## src/rtl/fifo_stream_reader.sv

```systemverilog
// ----------------------------------------------------------------------------
// fifo_stream_reader
//
// Pulls words out of an upstream synchronous-read FIFO and presents them as a
// valid/ready stream. Read data arrives one cycle after the read strobe, so
// the block tracks one in-flight read and only issues a strobe when the
// buffer is guaranteed to have room for the returning word. With words
// available and the consumer always ready, one word is delivered per cycle.
//
// Parameters
//   WIDTH      data width in bits (>= 1)
//   DEPTH      output buffer entries (>= 2, need not be a power of two)
//   CNT_WIDTH  width of the delivered-word counter
//
// Ports
//   clk        clock, all state changes on the rising edge
//   rst        asynchronous active-low reset
//   rdena      read strobe to the upstream FIFO
//   rddata     upstream read data, valid the cycle after rdena was high
//   empty      upstream FIFO empty flag
//   flush      synchronous discard of buffered and in-flight words
//   out_valid  out_data holds a word
//   out_data   head word of the output buffer
//   out_ready  consumer accepts the word when out_valid is high
//   count      number of completed output transfers, wrapping
// ----------------------------------------------------------------------------
module fifo_stream_reader #(
  parameter int WIDTH     = 8,
  parameter int DEPTH     = 2,
  parameter int CNT_WIDTH = 16
) (
  input  logic                 clk,
  input  logic                 rst,
  output logic                 rdena,
  input  logic [WIDTH-1:0]     rddata,
  input  logic                 empty,
  input  logic                 flush,
  output logic                 out_valid,
  output logic [WIDTH-1:0]     out_data,
  input  logic                 out_ready,
  output logic [CNT_WIDTH-1:0] count
);

  localparam int PTR_W = (DEPTH > 1) ? $clog2(DEPTH) : 1;
  localparam int OCC_W = $clog2(DEPTH + 1);
  localparam logic [PTR_W-1:0] LAST_PTR = PTR_W'(DEPTH - 1);

  logic [WIDTH-1:0] buf_mem [DEPTH];
  logic [PTR_W-1:0] head;
  logic [PTR_W-1:0] tail;
  logic [OCC_W-1:0] occ;
  logic             inflight;
  logic             run;

  logic             pop_req;
  logic             pop;
  logic             capture;
  logic [OCC_W:0]   demand;
  logic [OCC_W:0]   limit;

  // Circular pointer advance; explicit wrap so non power-of-two depths work.
  function automatic logic [PTR_W-1:0] ptr_inc(input logic [PTR_W-1:0] p);
    return (p == LAST_PTR) ? '0 : p + PTR_W'(1);
  endfunction

  // ---- stage 0: read request -------------------------------------------
  // A strobe is only safe if every word already committed (buffered plus the
  // one in flight), less the one leaving this cycle, leaves a free slot.
  // The comparison is rearranged as occ + inflight < DEPTH + pop so that it
  // stays unsigned without an underflow case.
  assign pop_req = out_valid & out_ready;
  assign demand  = {1'b0, occ} + {{OCC_W{1'b0}}, inflight};
  assign limit   = (OCC_W + 1)'(DEPTH) + {{OCC_W{1'b0}}, pop_req};
  assign rdena   = run & ~empty & ~flush & (demand < limit);

  // ---- stage 1: returning read data, buffer and output -----------------
  // A flush cancels both the capture of the returning word and any pop, so
  // the counter does not advance in a flush cycle.
  assign capture   = inflight & ~flush;
  assign pop       = pop_req & ~flush;
  assign out_valid = (occ != '0);
  assign out_data  = buf_mem[head];

  always_ff @(posedge clk or negedge rst) begin
    if (!rst) begin
      run      <= 1'b0;
      inflight <= 1'b0;
    end else begin
      // run holds rdena low for the first cycle after reset release
      run      <= 1'b1;
      inflight <= rdena;
    end
  end

  always_ff @(posedge clk or negedge rst) begin
    if (!rst) begin
      head <= '0;
      tail <= '0;
      occ  <= '0;
      for (int i = 0; i < DEPTH; i++) begin
        buf_mem[i] <= '0;
      end
    end else if (flush) begin
      // tail is not moved by a flush, so collapsing head onto it empties
      // the buffer without touching storage
      head <= tail;
      occ  <= '0;
    end else begin
      if (capture) begin
        buf_mem[tail] <= rddata;
        tail          <= ptr_inc(tail);
      end
      if (pop) begin
        head <= ptr_inc(head);
      end
      case ({capture, pop})
        2'b10:   occ <= occ + OCC_W'(1);
        2'b01:   occ <= occ - OCC_W'(1);
        default: occ <= occ;
      endcase
    end
  end

  always_ff @(posedge clk or negedge rst) begin
    if (!rst) begin
      count <= '0;
    end else if (pop) begin
      count <= count + CNT_WIDTH'(1);
    end
  end

endmodule
```

## config.mk

```make
export PLATFORM = sky130hd
export DESIGN_NAME = fifo_stream_reader
export DESIGN_NICKNAME = d
export VERILOG_FILES = /design/src/rtl/fifo_stream_reader.sv
export SDC_FILE = /design/constraint.sdc
export NUM_CORES = 1
export LEC_CHECK = 0
export ABC_AREA = 1
export CAP_MARGIN = 20
export CELL_PAD_IN_SITES_DETAIL_PLACEMENT = 1
export CELL_PAD_IN_SITES_GLOBAL_PLACEMENT = 1
export CORE_ASPECT_RATIO = 1.25
export CORE_MARGIN = 3
export CORE_UTILIZATION = 40
export CTS_CLUSTER_SIZE = 20
export DETAILED_ROUTE_END_ITERATION = 8
export PLACE_DENSITY_LB_ADDON = 0.1
export SLEW_MARGIN = 0
export SYNTH_ARGS = -nofsm -noshare
export SYNTH_HDL_FRONTEND = slang
export SYNTH_SLANG_ARGS = --single-unit
```

## constraint.sdc

```tcl
create_clock -name clk -period 3.04 [get_ports clk]
set_clock_uncertainty 0.1 [all_clocks]
set_input_delay 0.456 -clock clk [delete_from_list [all_inputs] [get_ports clk]]
set_output_delay 0.456 -clock clk [all_outputs]
set_load 0.02 [all_outputs]
```

==> results of run 1 <==
path summary, 6_finish.rpt:
path | slack, ns | end | cells after the start | start
worst max register to register | 1.37 | count[7]$_DFFE_PN0N_ | 6 | occ[0]$_DFFE_PN0P_
worst min register to register | 0.38 | buf_mem[12]$_DFFE_PN0P_ | 2 | buf_mem[12]$_DFFE_PN0P_
worst min-delay path | 0.17 | count[0]$_DFFE_PN0N_ | 1 | rst
worst max-delay path | 0.32 | rdena | 5 | out_ready
max in group asynchronous | 2.14 | occ[0]$_DFFE_PN0P_ | 1 | rst
min in group clk | 0.38 | buf_mem[12]$_DFFE_PN0P_ | 2 | buf_mem[12]$_DFFE_PN0P_
cells in the final DEF (no fill, tap or decap):
| cell type | instances |
|---|---|
| clkbuf_8 | 6 |
| ha_1 | 3 |
| buf_2 | 1 |
| nand3_2 | 1 |
| or2_1 | 1 |
| a21oi_1 | 2 |
| conb_1 | 1 |
| nand3_1 | 8 |
| o21ai_0 | 12 |
| nand2_1 | 91 |
| inv_1 | 28 |
| nand4_1 | 7 |
| dfrtp_1 | 38 |
| clkinv_2 | 1 |
| nor2_2 | 3 |
| clkdlybuf4s50_1 | 37 |
| clkbuf_1 | 1 |
| xnor2_1 | 4 |
| or2_2 | 1 |
| nor3_1 | 1 |
| xor2_1 | 7 |
| nor2_1 | 18 |
| o21ai_2 | 8 |
cell type report:
type | count | area (sq um) | area share
flip-flops and latches | 38 | 951 | 0.394
multi-input cells | 168 | 817 | 0.339
repair buffers | 38 | 375 | 0.156
inverters | 28 | 105 | 0.0436
clock buffers | 7 | 86.3 | 0.0358
well taps | 58 | 72.6 | 0.0301
clock inverters | 1 | 5.00 | 0.00207
power groups by stage:
stage	Clock (W)	Sequential, W	Combinational, W
3_5_place_dp	0	0.000787	0.000696
2_1_floorplan	0	0.000785	0.000393
3_3_place_gp	0	0.000782	0.000679
6_report	0.000354	0.000774	0.000683
4_1_cts	0.000373	0.000778	0.000698
5_1_grt	0.000386	0.000801	0.000763
through the flow:
| stage | instances | worst slack (ns) | area [sq um] |
|---|---|---|---|
| 6_report | 338 | 0.320 | 2410 |
| 5_1_grt | 338 | 0.180 | 2410 |
| 4_1_cts | 338 | 0.283 | 2410 |
| 3_5_place_dp | 330 | 0.284 | 2320 |
| 3_3_place_gp | 330 | 0.348 | 2320 |
| 2_1_floorplan | 239 | 1.06 | 1910 |
critical path: stages:
cell             delay [ns]
clkdlybuf4s50_1        0.50
nand2_1                0.11
or2_2                  0.28
a21oi_1                0.18
clkdlybuf4s50_1        0.65
state kept, by name (all words and copies together) (netlist names):
| register | cells |
|---|---|
| tail | 1 |
| buf_mem | 16 |
| inflight | 1 |
| head | 1 |
| count | 16 |
| run | 1 |
| occ | 2 |
cell families (layout without fill, tap and decap cells):
group                      after synthesis  count (layout)  synth area share
xor gates and xnor gates                11              11            0.0505
and+or+nand+nor                        131             131             0.283
buffers and inverters                   33              74            0.0734
DFF                                     38              38             0.498
AOI/OAI and AO/OA                       22              22            0.0734
other                                    1               1           0.00197
adders and majority gates                3               3            0.0197
routing by layer:
metal  up-vias  track usage
met5         -            0
met4         0       0.0814
met3        10       0.0460
met2        29        0.287
met1       747        0.224
li1        817            -
==> metrics.md, run 1 <==
| Metric | Value |
|---|---|
| Row count | 27 |
| Min Tclk post-route | 2.72 ns |
| Max-slew headroom | 0.435 |
| Cts repair resizes | 0 |
| Via density | 4.74 |
| Crit Path Category | in2out |
| DIE HEIGHT | 83.2 um |
| Wire per inst | 12.9 um |
| Post-synth ARST share | 1.00 |
| Synth top cells by count | nand2_1, dfrtp_1, inv_1 |
| Fin util | 0.537 |
| Cts hold-fix bufs | 0 |
| Clock Tree Root | clkbuf_8 |
| Pint | 0.00115 W |
| Vias | 1603 |
| Routed WL | 4360 um |
| Synth Cell Area | 1910 sq um |
| CTS H-tree lvls | 2 |
| Final Hold Violating Endpoints | 0 |
| Max Fclk | 0.368 GHz |
| Post-synth EDFFs | 0 |
| Number of port buffers | 38 |
| Status | finished clean |
| Post-synthesis sequential area ratio | 0.498 |
| Final nets | 295 |
| Die Wd | 67.8 um |
| Number of global-route vias before repair | 1708 |
| Max Cap Viol | 0 |
| Antenna Nets Post-Route | 0 |
| GRT overflow | 0 |
| Layout fillers | 557 |
| Switching Share | 0.363 |
| Switch Pwr | 0.000657 W |
| Clock latency on the worst-skew pair | 0.29 ns |
| Post-synth top area cell | dfrtp_1 |
| Worst Path Required | 2.48 ns |
| Postcts setup bufs | 0 |
| Worst-case clock buffer depth | 2 |
| Tot Pwr | 0.00181 W |
| Final setup violating endpoints | 0 |
| Largest net degree at the start of global routing | 39 |
| Count leader, synth | nand2_1 |
| Starting Density | 0.425 |
| Area fraction of the dominant cell type after synthesis | 0.498 |
| CTS tree | yes |
| DRT met1 WL | 1970 um |
| Worst endpoint data arrival time | 2.16 ns |
| Placer Congestion | 0.718 |
| Setup TNS | 0 ns |
| Yosys synthesis warning count | 0 |
| Synth area leaders | dfrtp_1, nand2_1, inv_1 |
| First-pass GRT wire length | 7770 um |
| Initial antenna violation count | 0 |
| Clock Pin Slew Worst Setup and Hold Paths | 0.07 ns |
| Post-Syn Instances | 239 |
| WL met3 | 138 um |
| Clk pwr share | 0.195 |
| RSZ-0062 raised after global routing | no |
| Syn-to-layout area delta | 26.4% |
| Syn nets | 255 |
| Detailed router's first-iteration violation count | 87 |
| Peak supply drop | 0.000472 V |
| Num CTS Buffers | 5 |
| GRT Util Overall | 0.180 |
| LEAKAGE | 1.19 nW |
| Combinational share of power | 0.377 |
| Detailed-route DRC error count | 0 |
| DP HPWL | 3250 um |
| Slew Viols, Final | 0 |
| Core Region | 4490 sq um |
| CP endpoint kind | output port |
| Final worst-path cycle share | 0.895 |
| Sequential share of power | 0.428 |
| Worst Hold Margin | 0.165 ns |
| Top FF cell, synth | dfrtp_1 |
| N_diodes | 0 |
| Io pins | 39 |
| Clk sinks | 38 |
| Die ar. | 5640 sq um |
| Seq cells post-synth | 38 |
| Distinct cells, synth | 21 |
| Syn Area/Cell | 7.98 sq um |
| Power Density | 751 nW/um^2 |
| Met2 wire len | 2140 um |
| Min-Delay Path Class | in2async |
| Critical path peak fanout | 4 |
| Slew @ Worst Pin | 0.847 ns |
| Layout cells sized above 1 | 0.0750 |
| CP Launch Type | primary input |
| TritonRoute pass-1 iters | 4 |
| Highest metal used | met4 |
Power figures use the tool's default switching activity.
==> inputs of run 2 (changes only) <==
- CORE_MARGIN: 3 -> unset
==> run 2 against run 1 <==
Setup slack lost 0.0082 ns. Critical path depth is the same. Maximum frequency shrank 0.30%. Critical endpoint unchanged. Largest power group unchanged.
==> metrics.md, run 2 (synthesis results as in run 1) <==
| Metric | Value |
|---|---|
| Max-slew headroom | 0.433 (-0.00173) |
| Setup slack, reg-to-reg | 1.38 ns (about the same) |
| Number of port buffers | 38 (unchanged) |
| Syn-to-layout area delta | 26.4% (unchanged) |
| Most frequent cells in the layout | nand2_1, dfrtp_1, clkdlybuf4s50_1 |
| Min Tclk post-route | 2.73 ns (+0.00825 ns) |
| Starting Density | 0.425 (unchanged) |
| Cts repair resizes | 0 (unchanged) |
| DP HPWL | 3050 um (-6.2%) |
| Final Cell Area | 2410 sq um (unchanged) |
| WL met3 | 122 um (-12%) |
| Layout cells sized above 1 | 0.0750 (unchanged) |
| DRT met1 WL | 1870 um (-4.7%) |
| Peak supply drop | 0.000444 V (-6.0%) |
| Wire per inst | 12.4 um (-4.0%) |
| Die ar. | 5050 sq um (-10%) |
| Number of global-route vias before repair | 1661 (-2.8%) |
| Clk sinks | 38 (unchanged) |
| Critical path cell sequence | clkdlybuf4s50_1, nand2_1, or2_2, a21oi_1, clkdlybuf4s50_1 |
| Highest metal used | met4 |
| Reg2reg end | count[7]$_DFFE_PN0N_ |
| Sequential cell area | 951 sq um (unchanged) |
| Area after DPL | 2320 sq um (unchanged) |
| Switch Pwr | 0.000658 W (+0.17%) |
| Critical path peak fanout | 4 (unchanged) |
| Area of the multi-input gates | 817 sq um (unchanged) |
| CP most frequent cell | clkdlybuf4s50_1 |
| Cells on worst reg2reg path | 6 (unchanged) |
| Routed WL | 4190 um (-4.0%) |
| Row count | 27 (unchanged) |
| Cell at the slowest stage of the critical path | clkdlybuf4s50_1 |
| CTS H-tree lvls | 2 (unchanged) |
| Power Density | 751 nW/um^2 (about the same) |
| Worst reg2reg startpoint | occ[0]$_DFFE_PN0P_ |
| CTS tree | yes |
| Setup TNS | 0 ns (unchanged) |
| Worst Path Required | 2.48 ns (about the same) |
| First-pass GRT wire length | 7290 um (-6.2%) |
| Detailed router's first-iteration violation count | 50 (-43%) |
| CP max stage delay | 0.64 ns (about the same) |
| Clock latency on the worst-skew pair | 0.28 ns (about the same) |
| DIE HEIGHT | 79.2 um (-4.8%) |
| Worst Setup SP | out_ready |
| Slew Viols, Final | 0 (unchanged) |
| Largest net degree at the start of global routing | 39 (unchanged) |
| Status | finished clean |
| Clk pwr share | 0.195 (about the same) |
| LEAKAGE | 1.19 nW (unchanged) |
| Final worst-path cycle share | 0.898 (+0.00271) |
| Sequential share of power | 0.428 (about the same) |
| Most common cell after layout, fill and taps aside | nand2_1 |
| TritonRoute pass-1 iters | 4 (unchanged) |
| Final nets | 295 (unchanged) |
| N_diodes | 0 (unchanged) |
| GRT Util Overall | 0.184 (+0.00386) |
| Min-Delay Path Class | in2async |
| Worst endpoint data arrival time | 2.17 ns (about the same) |
| Placer Congestion | 0.776 (+8.1%) |
| Cts hold-fix bufs | 0 (unchanged) |
| Pre-CTS WS | 0.306 ns (+0.0222 ns) |
| Num CTS Buffers | 5 (unchanged) |
| CP Capture Point | rdena |
| Final setup violating endpoints | 0 (unchanged) |
| Core Region | 4490 sq um (unchanged) |
| GRT overflow | 0 (unchanged) |
| Max Fclk | 0.367 GHz (-0.30%) |
| Combinational share of power | 0.377 (about the same) |
| Detailed-route DRC error count | 0 (unchanged) |
| Layout fillers | 545 (-2.2%) |
| Crit Path Category | in2out |
| Worst-case clock buffer depth | 2 (unchanged) |
| Via density | 4.72 (-0.56%) |
| Met2 wire len | 2170 um (+1.0%) |
| Io pins | 39 (unchanged) |
| Die Wd | 63.8 um (-5.9%) |
| Final Hold Violating Endpoints | 0 (unchanged) |
| Clock Pin Slew Worst Setup and Hold Paths | 0.07 ns (about the same) |
| Initial antenna violation count | 0 (unchanged) |
| Setup ws final | 0.312 ns (-0.00825 ns) |
| RSZ-0062 raised after global routing | no |
| Clock Tree Root | clkbuf_8 |
| Slew @ Worst Pin | 0.850 ns (+0.00260 ns) |
| CP Launch Type | primary input |
| Vias | 1594 (-0.56%) |
| Max Cap Viol | 0 (unchanged) |
| Antenna Nets Post-Route | 0 (unchanged) |
| CP endpoint kind | output port |
| Postcts setup bufs | 0 (unchanged) |
| Pint | 0.00115 W (about the same) |
| Top flop regs | buf_mem x16, count x16, occ x2 |
| Switching Share | 0.363 (+0.000472) |
==> run 2: cell counts in the layout (fill, tap and decap cells not counted) <==
No cell type changed its count.
==> run 2: worst min-delay path by stage <==
stage | end
after floorplan | buf_mem[0]$_DFFE_PN0P_
after global placement | buf_mem[13]$_DFFE_PN0P_
after detailed placement | buf_mem[10]$_DFFE_PN0P_
after CTS | count[4]$_DFFE_PN0N_
after global routing | buf_mem[13]$_DFFE_PN0P_
final | buf_mem[13]$_DFFE_PN0P_
==> run 2: worst max-delay path, delay by kind of cell <==
kind | cells | cell delay, ns
buffers and inverters | 2 | 1.13
and+or+nand+nor | 2 | 0.38
AOI/OAI and AO/OA | 1 | 0.19
==> run 2: per-stage QoR <==
stage | cells | hold slack (ns) | utilization | power, W
2_1_floorplan | 239 | 0.0604 | - | 0.00118
3_3_place_gp | 330 | 0.366 | 0.517 | 0.00146
3_5_place_dp | 330 | 0.369 | 0.517 | 0.00148
4_1_cts | 338 | 0.218 | 0.537 | 0.00184
5_1_grt | 338 | 0.242 | 0.537 | 0.00195
6_report | 338 | 0.178 | 0.537 | 0.00181
==> run 2: routing by layer <==
layer	track usage	vias to the layer above
met1	0.219	752
met2	0.335	27
li1	-	813
met5	0	-
met4	0.0455	0
met3	0.0359	2
==> run 2: cell type report <==
cell class / count / share of cell area
Clock inverter: 1 / 0.00207
Multi-Input combinational cell: 168 / 0.339
Tap cell: 58 / 0.0301
Timing Repair Buffer: 38 / 0.156
Sequential cell: 38 / 0.394
Inverter: 28 / 0.0436
Clock buffer: 7 / 0.0358
==> run 2: power groups by stage <==
stage	clock [W]	combinational, W	sequential [W]
floorplan	0	0.000393	0.000785
detailed placement	0	0.000690	0.000788
CTS	0.000367	0.000693	0.000778
finish	0.000353	0.000683	0.000776
global placement	0	0.000675	0.000782
global route	0.000387	0.000762	0.000801
